--- src/rtl/seg7_scan_driver_if.sv ---
// Value/strobe and display-pin bundle between the counter block and seg7_scan_driver.
interface seg7_scan_driver_if;
    logic [6:0] value;
    logic       load;
    logic       busy;
    logic       ovf;
    logic [6:0] seg;
    logic [1:0] an;

    modport master (output value, load, input busy, ovf, seg, an);
    modport slave  (input value, load, output busy, ovf, seg, an);
endinterface

--- src/rtl/seg7_scan_driver.sv ---
// Binary 0..127 to two-digit BCD (sequential double-dabble) driving a 2-digit multiplexed 7-seg display.
// Optional: define SEG7_BLANK_LEADING_ZERO_EN to blank the tens slot when the tens digit is 0.
module seg7_scan_driver #(
    parameter int SCAN_DIV = 1000,
    parameter int CNT_W    = 10
) (
    input  logic           clk,
    input  logic           xrst,
    seg7_scan_driver_if.slave bus
);

    typedef enum logic [1:0] {IDLE, SHIFT, COMMIT} state_t;

    state_t           state_reg;
    logic [6:0]       bin_reg;
    logic [7:0]       bcd_reg;
    logic [2:0]       iter_reg;
    logic [3:0]       tens_reg;
    logic [3:0]       ones_reg;
    logic [CNT_W-1:0] cnt_reg;
    logic             sel_reg;
    logic             busy_reg;
    logic             ovf_reg;
    logic [6:0]       seg_reg;
    logic [1:0]       an_reg;

    logic [7:0]       bcd_adj;
    logic             tick;
    logic [3:0]       digit_next;
    logic [6:0]       seg_next;

    function automatic logic [6:0] seg_decode(input logic [3:0] d);
        case (d)
            4'd0:    seg_decode = 7'h3F;
            4'd1:    seg_decode = 7'h06;
            4'd2:    seg_decode = 7'h5B;
            4'd3:    seg_decode = 7'h4F;
            4'd4:    seg_decode = 7'h66;
            4'd5:    seg_decode = 7'h6D;
            4'd6:    seg_decode = 7'h7D;
            4'd7:    seg_decode = 7'h07;
            4'd8:    seg_decode = 7'h7F;
            4'd9:    seg_decode = 7'h6F;
            default: seg_decode = 7'h40;
        endcase
    endfunction

    // Add-3 correction on each BCD nibble before the shift.
    genvar gi;
    generate
        for (gi = 0; gi < 2; gi++) begin : g_adj
            assign bcd_adj[gi*4 +: 4] = (bcd_reg[gi*4 +: 4] >= 4'd5) ?
                                        bcd_reg[gi*4 +: 4] + 4'd3 : bcd_reg[gi*4 +: 4];
        end
    endgenerate

    assign tick       = (cnt_reg == CNT_W'(SCAN_DIV - 1));
    // sel_reg==1 now means the tick moves to ones; the pre-commit digits are used.
    assign digit_next = sel_reg ? ones_reg : tens_reg;

    always_comb begin
        seg_next = seg_decode(digit_next);
`ifdef SEG7_BLANK_LEADING_ZERO_EN
        if (!sel_reg && tens_reg == 4'd0)
            seg_next = 7'h00;
`endif
    end

    always_ff @(posedge clk) begin
        if (!xrst) begin
            state_reg <= IDLE;
            bin_reg   <= '0;
            bcd_reg   <= '0;
            iter_reg  <= '0;
            tens_reg  <= '0;
            ones_reg  <= '0;
            cnt_reg   <= '0;
            sel_reg   <= 1'b1;
            busy_reg  <= 1'b0;
            ovf_reg   <= 1'b0;
            seg_reg   <= 7'h00;
            an_reg    <= 2'b00;
        end else begin
            if (tick) begin
                cnt_reg <= '0;
                sel_reg <= ~sel_reg;
                an_reg  <= sel_reg ? 2'b01 : 2'b10;
                seg_reg <= seg_next;
            end else begin
                cnt_reg <= cnt_reg + CNT_W'(1);
            end

            case (state_reg)
                IDLE: begin
                    if (bus.load) begin
                        if (bus.value > 7'd99) begin
                            bin_reg <= 7'd99;
                            ovf_reg <= 1'b1;
                        end else begin
                            bin_reg <= bus.value;
                            ovf_reg <= 1'b0;
                        end
                        bcd_reg   <= '0;
                        iter_reg  <= '0;
                        busy_reg  <= 1'b1;
                        state_reg <= SHIFT;
                    end
                end
                SHIFT: begin
                    {bcd_reg, bin_reg} <= {bcd_adj[6:0], bin_reg, 1'b0};
                    iter_reg <= iter_reg + 3'd1;
                    if (iter_reg == 3'd6)
                        state_reg <= COMMIT;
                end
                COMMIT: begin
                    tens_reg  <= bcd_reg[7:4];
                    ones_reg  <= bcd_reg[3:0];
                    busy_reg  <= 1'b0;
                    state_reg <= IDLE;
                end
                default: state_reg <= IDLE;
            endcase
        end
    end

    assign bus.busy = busy_reg;
    assign bus.ovf  = ovf_reg;
    assign bus.seg  = seg_reg;
    assign bus.an   = an_reg;

endmodule

--- src/flat_wrapper.sv ---
// flat-port wrapper written by rule: the top's interface ports become plain ports
module seg7_scan_driver_flat 
#(
    parameter int SCAN_DIV = 1000,
    parameter int CNT_W    = 10
)
  (clk, xrst, bus_value, bus_load, bus_busy, bus_ovf, bus_seg, bus_an);
  seg7_scan_driver_if bus_i ();
  input  logic clk;
  input  logic xrst;
  input wire logic [$bits(bus_i.value)-1:0] bus_value;
  input wire logic [$bits(bus_i.load)-1:0] bus_load;
  output wire logic [$bits(bus_i.busy)-1:0] bus_busy;
  output wire logic [$bits(bus_i.ovf)-1:0] bus_ovf;
  output wire logic [$bits(bus_i.seg)-1:0] bus_seg;
  output wire logic [$bits(bus_i.an)-1:0] bus_an;
  assign bus_i.value = bus_value;
  assign bus_i.load = bus_load;
  assign bus_busy = bus_i.busy;
  assign bus_ovf = bus_i.ovf;
  assign bus_seg = bus_i.seg;
  assign bus_an = bus_i.an;
  seg7_scan_driver #(.SCAN_DIV(SCAN_DIV), .CNT_W(CNT_W)) u_core (.clk(clk), .xrst(xrst), .bus(bus_i));
endmodule
--- config.mk ---
export PLATFORM = sky130hd
export DESIGN_NAME = seg7_scan_driver_flat
export DESIGN_NICKNAME = d
export VERILOG_FILES = /design/src/rtl/seg7_scan_driver_if.sv /design/src/rtl/seg7_scan_driver.sv /design/src/flat_wrapper.sv
export SDC_FILE = /design/constraint.sdc
export NUM_CORES = 1
export LEC_CHECK = 0
export CAP_MARGIN = 10
export CORE_UTILIZATION = 57
export DETAILED_ROUTE_END_ITERATION = 8
export HOLD_SLACK_MARGIN = 0.05
export PLACE_DENSITY = 0.79
export SYNTH_ARGS = -nofsm -noshare
export SYNTH_HDL_FRONTEND = slang
export SYNTH_SLANG_ARGS = --single-unit
--- constraint.sdc ---
create_clock -name clk -period 2.2 [get_ports clk]
set_input_delay 0.44 -clock clk [delete_from_list [all_inputs] [get_ports clk]]
set_output_delay 0.44 -clock clk [all_outputs]
set_load 0.02 [all_outputs]
# After elaboration in Yosys (flattened, before gate mapping)
# Memory sizes are Yosys's and may differ from the RTL's. A register that Yosys moved wholly into a read port is not among the register bits.
# Index checks and enable logic that the tools add are counted.
# op_classes
addsub	4
n_lt_le_gt_ge	3
eq_ne	6
muxes	17
bitwise	2
n_reduce_logical	9
# op_table
op	count
$pmux 8 s2	1
$mux 7	2
$pmux 7 s2	1
$add 10x1->10 const B	1
$eq 10x10->1 const B	1
$ge 4x3->1 const B	2
$mux 4	2
$mux 8	1
$reduce_and 2->1	4
$gt 7x7->1 const B	1
$mux 2	3
$mux 3	2
$pmux 3 s2	1
$add 4x2->4 const B	1
$pmux 2 s2	1
$reduce_bool 2->1	2
$add 3x1->3 const B	1
$add 3x2->3 const B	1
$eq 3x3->1 const B	1
$eq 2x1->1 const B	1
$eq 2x2->1 const B	1
$logic_not 2->1	1
$mux 1	2
$ne 2x1->1 const B	1
other kinds (5)	6
# totals
regBits	43
mem_bits_ro	112
input_bits	10
out_inout_bits	11
word_cells	53
mem_count	1
# mem_list
memory	depth	word_bits	rd	rd_ports_with_merged_regs	wr	line_no	source
(no name shown)	16	7	1	1	0	seg7_scan_driver.sv:33	case (d)

# Longest topological paths before layout
# Gate-level depths: netlist (run 1).
# depth
word_depth	4
mapped_depth	9

# Worst setup path before layout (run 1)
# OpenSTA, ideal clock, no wires.
# synth_path
path_kind	register to register
startpoint	reg u_core.sel_reg
endpoint	reg u_core.seg_reg[0], in the netlist u_core.bus.seg[0]
arrival_ns	1.786
t_required_ns	2.130
setup_slack_ns	0.344
stages_incl_launch_ff	10
cell_sequence	dfxtp_1 buf_4 buf_6 mux2i_1 inv_1 ha_1 nor2b_1 nor3b_1 o21ai_0 a21oi_1
# synth_via
elab_chain_cells	1
# synth_lines
item	line_no	source
from (decl)	seg7_scan_driver.sv:21	logic sel_reg;
from (signal assigned)	seg7_scan_driver.sv:86	sel_reg <= ~sel_reg;
$mux 4	seg7_scan_driver.sv:59	assign digit_next = sel_reg ? ones_reg : tens_reg;
to (decl)	seg7_scan_driver.sv:24	logic [6:0] seg_reg;
# No other way between the ends.
# A chain may end at the register's enable or synchronous reset.

# Worst setup path after layout (run 1)
# layout_path
startpoint	reg u_core.sel_reg
endpoint	reg u_core.seg_reg[4], in the netlist u_core.bus.seg[4]
# Same word-level chain as after synthesis.

==> results of run 1 <==
-- worst min-delay path: cells and delay by family (launching register included) --
kind | cells | cell delay [ps]
compound gates | 1 | 40
flops | 1 | 320
simple gates | 1 | 60
-- kinds of logic (layout without fill, tap and decap cells) --
group           after synthesis  count (layout)  share of synthesized area
mux                           7               7                    0.03010
fa+ha+maj                    13              13                    0.06633
xor+xnor                     11              11                    0.03928
buf+inv                      23              42                    0.04694
flops                        50              50                     0.4082
simple gates                103             103                     0.2148
compound gates               69              69                     0.1944
-- per-layer routing --
metal / routed length, um / up-vias / track usage
met5: 0 / - / 0
met4: 43 / 0 / 0.1090
met3: 163 / 4 / 0.04223
met2: 2340 / 39 / 0.3936
met1: 2254 / 970 / 0.2966
li1: - / 1004 / -
-- final timing paths --
| kind | start | end | depth (start not counted) | slack (ps) |
|---|---|---|---|---|
| hold reg to reg | u_core.bus.seg[2]$_SDFFE_PN0N_ | u_core.bus.seg[2]$_SDFFE_PN0N_ | 2 | 460 |
| setup / recovery | u_core.sel_reg$_SDFFE_PN1N_ | u_core.bus.seg[4]$_SDFFE_PN0N_ | 6 | 360 |
| hold / removal | u_core.bus.seg[2]$_SDFFE_PN0N_ | u_core.bus.seg[2]$_SDFFE_PN0N_ | 2 | 460 |
| setup reg to reg | u_core.sel_reg$_SDFFE_PN1N_ | u_core.bus.seg[4]$_SDFFE_PN0N_ | 6 | 360 |
-- Yosys cell counts (2+ instances only) --
master,instances
a211o_1,2
a21boi_0,16
a21boi_2,2
a21oi_1,11
a221oi_1,4
a22oi_1,3
and2_1,3
and3_1,4
buf_2,2
buf_6,3
clkbuf_1,8
dfxtp_1,50
ha_1,13
inv_1,9
mux2_2,3
mux2i_1,4
nand2_1,36
nand2b_1,4
nand3_1,7
nand4_1,4
nor2_1,16
nor2b_1,8
nor3_1,8
nor3b_1,3
o21a_1,4
o21ai_0,15
o22ai_1,2
o31ai_1,2
xnor2_1,7
xor2_1,4
-- report_power, final --
| part | switching, mW | total (mW) | internal (mW) |
|---|---|---|---|
| Combinational | 0.0667 | 0.126 | 0.0596 |
| Clock | 0.290 | 0.654 | 0.364 |
| Sequential | 0.0142 | 0.939 | 0.925 |
-- layout make-up --
cell class	instances	area, um2
multi-input cells	203	1336
fillers	328	1254
flip-flops and latches	50	1001
repair buffers	26	257.7
clock buffers	6	82.58
well taps	50	62.56
inverters	9	33.78
clock inverters	1	30.03
==> impl_results.md, run 1 <==
* FP Rows at 23
* Rel. slew slack at 0.5794
* Mapped cell area at 2452 um2
* Post-synthesis sequential area ratio at 0.4082
* Antenna violations before repair at 0
* Longest Clk Path Bufs at 2
* LEAKAGE at 1.066 nW
* Buf/Inv on CP at 2
* # diodes at 0
* Gate family responsible for the most delay along the worst path: multiplexers
* Syn Nets at 299
* Hold_ws at 462.1 ps
* Congestion Overflow GR at 0
* Async set-reset flop share out of synthesis at 0
* Number of global-route vias before repair at 1799
* Largest register FFs at 10
* CTS tree: yes
* Final WS setup at 357.8 ps
* Final Util at 0.6910
* Syn Area/Cell at 8.885 um2
* DRT Pass-1 Iters at 4
* Final hold vios at 0
* CP required at 2390 ps
* Final setup vio count at 0
* Setup TNS at 0 ps
* Core Box Area at 4058 um2
* Fin Clk Skew at 8.629 ps
* Power Dens Cells at 613.2 nW/um2
* Post-route cell area at 2804 um2
* Status: complete, no violations
* GRT Total Usage at 0.2377
* Worst slew pin tran at 630.8 ps
* Die width at 67.59 um
* Worst EP arrival at 2030 ps
* RSZ-0062 raised after global routing: false
* Critical path peak fanout at 17
* # hold bufs at CTS at 0
* GPL Wtd Cong at 0.7891
* Fmax at 542.8 MHz
* Crit. End Element: flop
* DRC errors left at 0
* Synth area leaders: dfxtp_1 41%, ha_1 6.6%, nand2_1 5.5%
* DP Worst Slack at 117.5 ps
* Dpl cells at 338
* Worst vdd ir at 466.0 uV
* Largest net degree at the start of global routing at 48
* Fin crit share at 0.8374
* Syn Inst Count at 276
* CTS Buf Count at 5
* Global-route wire length before repair at 8100 um
* EDFF count, synth at 0
* Pins Over Slew Limit at 0
* Post-CTS sizing at 0
* Most common cell after layout, fill and taps aside: dfxtp_1
* Share of layout cells above drive strength 1 at 0.08814
* Io pins at 21
* Max incr delay on CP at 410 ps
* CTS clk-pin slew, worst paths at 90 ps
* DP HPWL at 3242 um
* Post CTS Setup Buffer Count at 0
* Crit-path cells: buf_4 > mux2i_1 > inv_1 > ha_1 > a221oi_1 > nor3b_1
* Synth top area share at 0.4082
* DIE AREA at 4568 um2
* Synth Flop Type: dfxtp_1
* Fin nets at 318
* Via Count at 2017
* Initial Util at 0.6044
* DR iter-0 viols at 131
* Netlist cell types at 49
* Post-Route WL at 4801 um
* # H-tree levels at 2
* Post-route ant nets at 0
* Final Total Pwr at 1.719 mW
* CP Class: reg -> reg
* YS warnings at 0
* TritonCTS Sinks at 50
* Drt wl/cell at 13.92 um
* Placed inst area at 2691 um2
* Crit-path slowest cell: mux2i_1
* DR vias/cell at 5.846
* FF+latch count, synth at 50
* Area grow syn2layout at 14.34%
* Final Non-Filler Cells at 345
* Max_cap viols at 0
* Cell accounting for the most synthesized area: dfxtp_1
* Commonest cells after routing, fill and taps aside: 50 x dfxtp_1, 36 x nand2_1, 20 x clkdlybuf4s50_1, 16 x nor2_1, 16 x a21boi_0
* Min-delay worst type: reg -> reg
* Worst skew pair latency at 300 ps
* Die height at 67.59 um
* Port buffer count at 20
* Clk root buf: clkbuf_8
* Post-route minimum period at 1842 ps
* Startpoint Class: flop
Note: power is estimated with default switching activity, not from simulation.
==> run 2: changes to the inputs <==
Clock period 2.2 ns to 1.7 ns, I/O delays scaled along.
==> run 2 against run 1 <==
Cell count rose by 4.3%. Sequential share of layout area down 1.3 points. Design area grew 4.1%.
==> impl_results.md, run 2 (synthesis gave the netlist of run 1 again) <==
* Die width at 67.59 um (unchanged)
* Final setup vio count at 0 (unchanged)
* Power Dens Cells at 701.1 nW/um2 (+14%)
* Flop pwr share at 0.593 (+0.047)
* TritonCTS Sinks at 50 (unchanged)
* Sw power at 0.4725 mW (+27%)
* # H-tree levels at 2 (unchanged)
* Rel. slew slack at 0.7139 (+0.1345)
* Max_cap viols at 0 (unchanged)
* Port buffer count at 20 (unchanged)
* Number of global-route vias before repair at 1826 (+1.5%)
* Fin Clk Skew at 3.184 ps (-5.446 ps)
* Crit-path slowest cell: clkdlybuf4s50_1
* Drt wl/cell at 13.48 um (-3.1%)
* Buf/Inv on CP at 1 (-1)
* Antenna violations before repair at 0 (unchanged)
* Final hold vios at 0 (unchanged)
* Setup TNS at 0 ps (unchanged)
* Worst skew pair latency at 300 ps (about the same)
* Final Total Pwr at 2.047 mW (+19%)
* Status: complete, no violations
* CP required at 1360 ps (-1030 ps)
* FF-to-FF setup slack at 110 ps (-250 ps)
* GPL Wtd Cong at 0.8037 (+1.9%)
* Die height at 67.59 um (unchanged)
* DRT Pass-1 Iters at 4 (unchanged)
* Share of layout cells above drive strength 1 at 0.1516 (+0.06348)
* Initial Util at 0.6044 (unchanged)
* DP HPWL at 3434 um (+5.9%)
* DRC errors left at 0 (unchanged)
* Longest Clk Path Bufs at 2 (unchanged)
* Worst vdd ir at 468.7 uV (+0.59%)
* Post-route minimum period at 1626 ps
* Io pins at 21 (unchanged)
* DP Worst Slack at -247.5 ps (-365.0 ps)
* GRT Total Usage at 0.2329 (-0.004821)
* Post CTS Setup Buffer Count at 0 (unchanged)
* Via Count at 2030 (+0.64%)
* Min-delay worst type: reg -> reg
* Largest net degree at the start of global routing at 48 (unchanged)
* CTS clk-pin slew, worst paths at 80 ps (about the same)
* Fin nets at 333 (+4.7%)
* Fin crit share at 0.9567
* Crit-path cells: clkdlybuf4s50_1
* Post-Route WL at 4853 um (+1.1%)
* Fillers at 333 (+1.5%)
* Max incr delay on CP at 640 ps (+230 ps)
* CTS tree: yes
* DR iter-0 viols at 211 (+61%)
* FP Rows at 23 (unchanged)
* CTS Buf Count at 5 (unchanged)
* DIE AREA at 4568 um2 (unchanged)
* Worst slew pin tran at 429.1 ps (-201.7 ps)
* Most common cell after layout, fill and taps aside: dfxtp_1
* Commonest cells after routing, fill and taps aside: 48 x dfxtp_1, 36 x nand2_1, 20 x clkdlybuf4s50_1, 20 x buf_4
* Core Box Area at 4058 um2 (unchanged)
* LEAKAGE at 1.119 nW (+5.0%)
* Post-route ant nets at 0 (unchanged)
* Crit. End Element: output port
* Area grow syn2layout at 19.08%
* Total internal power at 1.575 mW (+17%)
* Pins Over Slew Limit at 0 (unchanged)
* # diodes at 0 (unchanged)
* CP Class: reg -> out
* Placed inst area at 2821 um2 (+4.8%)
* # hold bufs at CTS at 0 (unchanged)
* Post-route cell area at 2920 um2 (+4.1%)
* Global-route wire length before repair at 8017 um (-1.0%)
* Combinational share of power at 0.090 (+0.017)
* Congestion Overflow GR at 0 (unchanged)
* Clk root buf: clkbuf_8
* Post-CTS sizing at 0 (unchanged)
* Startpoint Class: flop
* DR vias/cell at 5.639 (-3.5%)
* Critical path peak fanout at 2 (-15)
* Net Sw Frac at 0.2308 (+0.01501)
* Clk pwr share at 0.317 (-0.063)
* Gate family responsible for the most delay along the worst path: buffers and inverters
* Fmax at 614.9 MHz
* Worst EP arrival at 1290 ps (-740 ps)
* Final WS setup at 73.69 ps (-284.1 ps)
* Final Util at 0.7197 (+0.02868)
* Largest register FFs at 10 (unchanged)
[run 2: final cells by class]
type,instances,area (um2),share of cell area
Timing Repair Buffer,41,370.4,0.1268
Clock buffer,7,76.32,0.02614
Tap cell,50,62.56,0.02142
Inverter,9,33.78,0.01157
Sequential cell,50,1006,0.3445
Multi-Input combinational cell,203,1371,0.4696
[run 2: power by group through the flow]
stage	Sequential (mW)	Combinational [mW]	Clock [mW]
2_1_floorplan	1.24	0.0993	0
3_3_place_gp	1.24	0.179	0
3_5_place_dp	1.24	0.181	0
4_1_cts	1.22	0.182	0.665
5_1_grt	1.22	0.204	0.695
6_report	1.21	0.184	0.648
[run 2: per-layer routing]
layer  track usage  wire [um]  up-vias
li1              -          -     1031
met1        0.2730       2166      955
met2        0.4035       2475       37
met3       0.05405        145        7
met4       0.09309         66        0
met5             0          0        -
[run 2: metrics by stage]
stage               std cells  hold slack, ps
finish                    360           462.2
CTS                       360           465.9
global route              360           483.7
detailed placement        353           446.0
global placement          353           427.5
floorplan                 276           417.6
[run 2: path summary, 6_finish.rpt]
path | start | end | cells past startpoint
setup / recovery | u_core.bus.busy$_SDFFE_PN0P_ | bus_busy | 1
hold reg to reg | u_core.cnt_reg[0]$_SDFF_PP0_ | u_core.cnt_reg[0]$_SDFF_PP0_ | 1
setup reg to reg | u_core.cnt_reg[0]$_SDFF_PP0_ | u_core.bus.an[1]$_SDFFE_PN0N_ | 5
hold / removal | u_core.cnt_reg[0]$_SDFF_PP0_ | u_core.cnt_reg[0]$_SDFF_PP0_ | 1
==> run 3: changes to the inputs <==
Settings changed: CORE_MARGIN set to 5, RECOVER_POWER set to 25.
==> run 3 against run 2 <==
First-iteration DRC count decreased by 22%. Cell count down 0.83%. Non-clock buffer count decreased by 2. Clock power is 3.2% higher. Die area rose by 25%. Critical path depth increased by 4. Utilization is 1.5 points lower. Global-route usage down 3.4 points. Setup slack got worse by 44 ps. Largest cell class unchanged.
==> impl_results.md, run 3 (synthesis gave the netlist of run 1 again) <==
* CTS clk-pin slew, worst paths at 80 ps (about the same)
* Hold_ws at 453.0 ps (-9.198 ps)
* GPL Wtd Cong at 0.8626 (+7.3%)
* Core Box Area at 4086 um2 (+0.71%)
* Antenna violations before repair at 0 (unchanged)
* Io pins at 21 (unchanged)
* CTS tree: yes
* DRC errors left at 0 (unchanged)
* Power Dens Cells at 716.1 nW/um2 (+2.1%)
* Worst EP arrival at 1850 ps (+560 ps)
* Post-route minimum period at 1670 ps (+43.77 ps)
* Crit. End Element: flop
* RSZ-0062 raised after global routing: false
* Die height at 75.59 um (+12%)
* DR vias/cell at 5.742 (+1.8%)
* # diodes at 0 (unchanged)
* GRT Total Usage at 0.1990 (-0.03387)
* Fmax at 598.8 MHz (-2.6%)
* Post-route cell area at 2878 um2 (-1.5%)
* Min-delay worst type: reg -> reg
* Share of layout cells above drive strength 1 at 0.1336 (-0.01806)
* Clk pwr share at 0.325 (+0.008)
* Final setup vio count at 0 (unchanged)
* Via Count at 2050 (+0.99%)
* Final Util at 0.7042 (-0.01548)
* Commonest cells after routing, fill and taps aside: 49 x dfxtp_1, 36 x nand2_1, 20 x clkdlybuf4s50_1, 17 x buf_4
* Max incr delay on CP at 510 ps (-130 ps)
* Total internal power at 1.593 mW (+1.2%)
* FF-to-FF setup slack at 100 ps (about the same)
* Largest register FFs at 10 (unchanged)
* Dpl cells at 351 (-0.57%)
* Most common cell after layout, fill and taps aside: dfxtp_1
* Startpoint Class: input pin
* Port buffer count at 20 (unchanged)
* Fin Clk Skew at 6.192 ps (+3.008 ps)
* Number of global-route vias before repair at 1941 (+6.3%)
* Placed inst area at 2794 um2 (-0.98%)
* Clk root buf: clkbuf_8
* Post-route ant nets at 0 (unchanged)
* Fin nets at 331 (-0.60%)
* Critical path peak fanout at 6 (+4)
* Pins Over Slew Limit at 0 (unchanged)
* Sw power at 0.4678 mW (-1.0%)
* Final Non-Filler Cells at 357 (-0.83%)
* Largest net degree at the start of global routing at 25 (-48%)
* Post CTS Setup Buffer Count at 0 (unchanged)
* Die width at 75.59 um (+12%)
* Worst vdd ir at 710.4 uV (+52%)
* DIE AREA at 5714 um2 (+25%)
* DP HPWL at 3645 um (+6.1%)
* Drt wl/cell at 14.36 um (+6.5%)
* Rel. slew slack at 0.6270 (-0.08695)
* Net Sw Frac at 0.2270 (-0.003808)
* Congestion Overflow GR at 0 (unchanged)
* Combinational share of power at 0.086 (-0.004)
* Global-route wire length before repair at 8756 um (+9.2%)
* DRT Pass-1 Iters at 4 (unchanged)
* Final hold vios at 0 (unchanged)
* Worst skew pair latency at 290 ps (about the same)
* Longest Clk Path Bufs at 2 (unchanged)
* Max_cap viols at 0 (unchanged)
* Setup TNS at 0 ps (unchanged)
* FP Rows at 23 (unchanged)
* Worst slew pin tran at 559.5 ps (+130.4 ps)
* Area grow syn2layout at 17.35%
* CP Class: in -> reg
* CP required at 1880 ps (+520 ps)
* TritonCTS Sinks at 50 (unchanged)
* # H-tree levels at 2 (unchanged)
* DR iter-0 viols at 164 (-22%)
* Status: complete, no violations
* Fin crit share at 0.9824 (+0.02575)
* Initial Util at 0.6001 (-0.004256)
* Crit-path slowest cell: or3b_2
* CTS Buf Count at 5 (unchanged)
* Crit-path cells: clkdlybuf4s50_1 > or3b_2 > and3_1 > a221oi_1 > nor2b_1
* Post-Route WL at 5125 um (+5.6%)
* Flop pwr share at 0.590 (-0.003)
* LEAKAGE at 1.094 nW (-2.3%)
## run 3: layout make-up
type | count | area, um2
repair buffers | 39 | 335.3
clock buffers | 6 | 82.58
flip-flops and latches | 50 | 1005
inverters | 9 | 33.78
fillers | 322 | 1209
multi-input cells | 203 | 1359
well taps | 50 | 62.56
## run 3: metrics by stage
| stage | setup WS, ps | total power [mW] |
|---|---|---|
| after global routing | 17.13 | 2.158 |
| final | 29.91 | 2.061 |
| after global placement | -214.3 | 1.415 |
| after CTS | 52.58 | 2.080 |
| after detailed placement | -258.4 | 1.421 |
| after floorplan | 9.794 | 1.341 |
## run 3: metal layers
metal  up-vias  global-route usage  wire [um]
li1       1024                   -          -
met3         7             0.04881        162
met2        41              0.3193       2443
met5         -                   0          0
met4         0             0.06796         65
met1       978              0.2623       2454
## run 3: worst max-delay path, delay by kind of cell
family | cells | cell delay [ps]
simple gates | 3 | 810
buf+inv | 1 | 460
compound gates | 1 | 230
## run 3: what timing repair did
action,CTS,global route
gates resized for setup,2,2
gates cloned,0,0
endpoints found under the hold margin,0,0
hold buffers,0,0
setup endpoints to repair,1,4
## run 3: final timing paths
check | startpoint | endpoint | cells past startpoint
worst max register to register | u_core.sel_reg$_SDFFE_PN1N_ | u_core.bus.seg[3]$_SDFFE_PN0N_ | 7
worst min-delay path | u_core.cnt_reg[0]$_SDFF_PP0_ | u_core.cnt_reg[0]$_SDFF_PP0_ | 1
worst min register to register | u_core.cnt_reg[0]$_SDFF_PP0_ | u_core.cnt_reg[0]$_SDFF_PP0_ | 1
worst max-delay path | bus_load | u_core.bin_reg[4]$_SDFFE_PN0P_ | 5
## run 3: power groups by stage
stage | clock network [mW] | logic, mW | registers [mW]
floorplan | 0 | 0.0993 | 1.24
global placement | 0 | 0.173 | 1.24
detailed placement | 0 | 0.177 | 1.24
CTS | 0.685 | 0.179 | 1.22
global route | 0.747 | 0.193 | 1.22
finish | 0.669 | 0.176 | 1.22
